**src/rtl/mem_stage_ctrl.sv**
```systemverilog
// Memory-access stage: turns EXE/MEM load/store control into a req/ack data-memory
// transaction and freezes the pipeline until it completes. Optional: MEM_TIMEOUT_EN.
module mem_stage_ctrl #(
  parameter logic [31:0] ADDR_BASE = 32'd1024,
  parameter int          AW        = 6,
  parameter int          TIMEOUT   = 16
) (
  input  logic          clk,
  input  logic          rst,
  input  logic          WB_En_in,
  input  logic          MEM_R_En_in,
  input  logic          MEM_W_En_in,
  input  logic [4:0]    dest_in,
  input  logic [31:0]   ALU_result_in,
  input  logic [31:0]   readdata_in,
  output logic          WB_En,
  output logic          MEM_R_En,
  output logic [4:0]    dest,
  output logic [31:0]   ALU_result,
  output logic [31:0]   mem_data,
  output logic          freeze,
  output logic          mem_req,
  output logic          mem_we,
  output logic [AW-1:0] mem_addr,
  output logic [31:0]   mem_wdata,
  input  logic          mem_ack,
  input  logic [31:0]   mem_rdata,
  output logic          err
);

  typedef enum logic [1:0] {IDLE = 2'd0, BUSY = 2'd1, DONE = 2'd2} state_t;

  state_t        state_q;
  logic [31:0]   rdata_q;
  logic          err_q;
  logic [AW+1:0] off;
  logic          mem_op;
  logic          misaligned;

  // Only the low AW+2 bits of the offset matter; the subtraction wraps identically there.
  assign off        = ALU_result_in[AW+1:0] - ADDR_BASE[AW+1:0];
  assign mem_op     = MEM_R_En_in | MEM_W_En_in;
  assign misaligned = (off[1:0] != 2'b00);

  assign WB_En      = WB_En_in;
  assign MEM_R_En   = MEM_R_En_in;
  assign dest       = dest_in;
  assign ALU_result = ALU_result_in;

  assign mem_addr   = off[AW+1:2];
  assign mem_we     = MEM_W_En_in;
  assign mem_wdata  = readdata_in;
  assign mem_req    = (state_q == BUSY);
  assign freeze     = ((state_q == IDLE) && mem_op) || (state_q == BUSY);
  assign mem_data   = (state_q == DONE) ? rdata_q : 32'd0;
  assign err        = err_q;

`ifdef MEM_TIMEOUT_EN
  logic [7:0] wait_q;
`endif

  // NOTE: all state below uses non-blocking assignments so every register samples
  // pre-edge values, regardless of statement order.
  always_ff @(posedge clk) begin
    if (rst) begin
      state_q <= IDLE;
      rdata_q <= 32'd0;
      err_q   <= 1'b0;
`ifdef MEM_TIMEOUT_EN
      wait_q  <= 8'd0;
`endif
    end else begin
      case (state_q)
        IDLE: begin
          if (mem_op) begin
            if (misaligned) begin
              state_q <= DONE;
              rdata_q <= 32'd0;
              err_q   <= 1'b1;
            end else begin
              state_q <= BUSY;
`ifdef MEM_TIMEOUT_EN
              wait_q  <= 8'd0;
`endif
            end
          end
        end
        BUSY: begin
          if (mem_ack) begin
            // A combined read+write is a write, so only a pure load captures data.
            if (!MEM_W_En_in) rdata_q <= mem_rdata;
            state_q <= DONE;
          end
`ifdef MEM_TIMEOUT_EN
          else if (wait_q == 8'(TIMEOUT - 1)) begin
            rdata_q <= 32'hDEADBEEF;
            err_q   <= 1'b1;
            state_q <= DONE;
          end else begin
            wait_q <= wait_q + 8'd1;
          end
`endif
        end
        // DONE lasts one cycle so the still-presented instruction is not reissued.
        DONE:    state_q <= IDLE;
        default: state_q <= IDLE;
      endcase
    end
  end

endmodule

```
**config.mk**
```make
export PLATFORM = sky130hd
export DESIGN_NAME = mem_stage_ctrl
export DESIGN_NICKNAME = d
export VERILOG_FILES = /design/src/rtl/mem_stage_ctrl.sv
export SDC_FILE = /design/constraint.sdc
export NUM_CORES = 1
export LEC_CHECK = 0
export BUFFER_PORTS_ARGS = -buffer_cell sky130_fd_sc_hd__buf_2
export CORE_AREA = 4 4 83 85
export CTS_CLUSTER_SIZE = 12
export DETAILED_ROUTE_END_ITERATION = 10
export DIE_AREA = 0 0 87 89
export MAX_ROUTING_LAYER = met4
export PLACE_DENSITY = 0.77
export SLEW_MARGIN = 20
export SYNTH_ARGS = -nofsm -noshare
export SYNTH_HDL_FRONTEND = slang
export SYNTH_SLANG_ARGS = --single-unit
```
**constraint.sdc**
```tcl
create_clock -name clk -period 2.3 [get_ports clk]
set_input_delay 0.23 -clock clk [delete_from_list [all_inputs] [get_ports clk]]
set_output_delay 0.23 -clock clk [all_outputs]
set_load 0.01 [all_outputs]
```
==> results.yml <==
cts:
  cts_tree: "built"
  hold_buffers: 0
  clockBufferDepth: 2
  cts_buffers: 5
  cts-root-buf: "clkbuf_8"
  cts_resized: 0
  post_cts_buffers: 0
  clock_latency_ns: 0.28
  cts.sinks: 35
  h-tree-depth: 2
  clk_pin_slew_ns: 0.07
setup_path:
  crit_fanout: 32
  arrival_ns: 1.51
  crit_type: "flop to output pin"
  crit_path_end_kind: "output pin"
  cp-start-kind: "flop"
  cp.required_ns: 2.07
  r2r_setup_slack_ns: 0.88
pwr:
  vdd_drop_max_uv: 211.0
  p_leak_nw: 0.9335
  p_comb_share_pct: 9.2
  seqPwrFrac_pct: 53.6
  power_density_nw_per_um2: 606.7
  switching_share_pct: 24.76
  p_int_w: 0.0008738
  clkPwrFrac_pct: 37.2
  p_switching_w: 0.0002875
grt:
  gr-total-overflow: 0
  grt.total_usage_pct: 10.89
  grt_first_pass_wirelength_um: 6196
  antenna_found_initial: 1
  grt_max_degree: 33
  grt_pass1_vias: 1239
synth:
  ys_seq_elements: 35
  synthesis.area_um2: 1989
  seq_area_frac_synth_pct: 35.22
  postSynthAreaPerCell_um2: 9.704
  ys_types: 20
  syn-instance-count: 205
  syn_nets: 312
  synth_warnings: 0
sta:
  final_max_slew_viol_count: 0
  fin_tns_setup_ns: 0
  rsz0062_at_grt: "no"
  fin_crit_ns: 1.745
  max_freq_mhz: 573.1
  final-setup-viol-count: 0
  tightest_slew_ns: 0.4043
  period_share_pct: 75.87
  hold_slack_ns: 0.1555
  slew_headroom_pct: 73.01
  hold_viol: 0
  skew_ns: 0.006809
  fin_ws_ns: 0.5550
detailed_routing:
  drt_iter0_markers: 17
  route.met3.wl_um: 519
  wl_per_cell_um: 14.59
  ant_nets: 0
  route.detailed.drc: 0
  vias: 1291
  firstDrtPassIters: 4
  wl_met2_um: 1910
  wirelength_um: 4115
  dr.max_layer_used: "met4"
  via_per_inst: 4.578
  drt-met1-wl_um: 1559
placed_design:
  pre_cts_ws_ns: 0.8236
  placed_area_um2: 1827
  port-buffer-count: 77
  hpwl_um: 2993
  gp_congestion: 0.7300
cells_and_area:
  seqCellArea_um2: 700.7
  multi_input_area_um2: 625.6
  final_cell_mix: "buf_2, dfxtp_1, and2_1, a22o_1, clkbuf_8"
  fin_nets: 310
  syn2layout_area_growth_pct: -3.773
  drive_gt1_share_pct: 44.61
  final_common_cell: "buf_2"
  fillers: 660
  design_area_um2: 1914
die:
  core-area_um2: 6205
  rows: 29
  die_h_um: 89
  die_x_um: 87
  die-area_um2: 7743
  io_pins: 220
  start_util_pct: 32.06
min_path:
  min_path_type: "primary input to flop"
run:
  cap_violations: 0
outcome:
  status: "completed"
synthesized netlist by cell type:
| cell type | instances | share of area [%] |
|---|---|---|
| nor2_1 | 3 | 0.57 |
| nor3_1 | 3 | 0.75 |
| buf_4 | 78 | 29 |
| o311a_4 | 1 | 1.1 |
| a22o_1 | 32 | 14 |
| nand2b_1 | 1 | 0.31 |
| buf_6 | 4 | 2.3 |
| clkbuf_4 | 3 | 1.1 |
| or4_1 | 1 | 0.38 |
| o21a_1 | 2 | 0.75 |
| nor2b_1 | 1 | 0.31 |
| inv_1 | 1 | 0.19 |
| and2_1 | 32 | 10 |
| a211oi_2 | 1 | 0.63 |
| dfxtp_1 | 35 | 35 |
| clkbuf_1 | 3 | 0.57 |
| nand2_1 | 1 | 0.19 |
| and2b_1 | 1 | 0.38 |
| o22ai_1 | 1 | 0.31 |
| nand4bb_4 | 1 | 1.4 |
sequential cells by signal, indices dropped and copies added (netlist names):
signal,flops
rdata_q,32
state_q,2
err,1
worst max-delay path: stages, from the launching register on:
cell and delay [ns]:
dfxtp_1 0.48, nor2b_2 0.19, buf_4 0.27, and2_1 0.17, buf_2 0.13
per-layer routing:
layer | vias up | GRT usage (%)
met3 | 23 | 4.977
li1 | 611 | -
met1 | 570 | 11.10
met2 | 87 | 17.05
met4 | 0 | 6.799
met5 | - | -
stage by stage:
step	utilization (%)	total power [W]	cells
after floorplan	-	0.0008333	205
after global placement	29.44	0.0007439	273
after detailed placement	29.44	0.0007472	273
after CTS	30.81	0.001190	281
after global routing	30.85	0.001232	282
final	30.85	0.001161	282
worst paths after layout:
kind                startpoint           end  cells past startpoint
setup / recovery    state_q[1]  mem_data[23]                      4
hold / removal    mem_rdata[1]    rdata_q[1]                      2
setup reg to reg    state_q[0]   rdata_q[18]                      4
hold reg to reg            err           err                      1
cell families after synthesis:
kind of cell    Yosys count  share of synthesized area [%]
compound gates           37                          16.86
buf+inv                  89                          33.58
simple gates             44                          14.34
flops                    35                          35.22
layout make-up:
cell class | count | area share [%]
antenna | 1 | 0.1307
clock buffer | 6 | 3.791
clock inverter | 2 | 0.6536
inverter | 1 | 0.1961
multi-input combinational | 81 | 32.68
sequential | 35 | 36.60
tap | 77 | 5.033
timing repair buffer | 79 | 20.91
power by group through the flow:
stage,clock [W],combinational [W],sequential (W)
after detailed placement,0,0.000111,0.000637
after global routing,0.000487,0.000121,0.000624
after CTS,0.000457,0.000111,0.000622
after floorplan,0,0.000199,0.000634
final,0.000432,0.000107,0.000623
after global placement,0,0.000108,0.000636
Note: power is estimated with default switching activity, not from simulation.
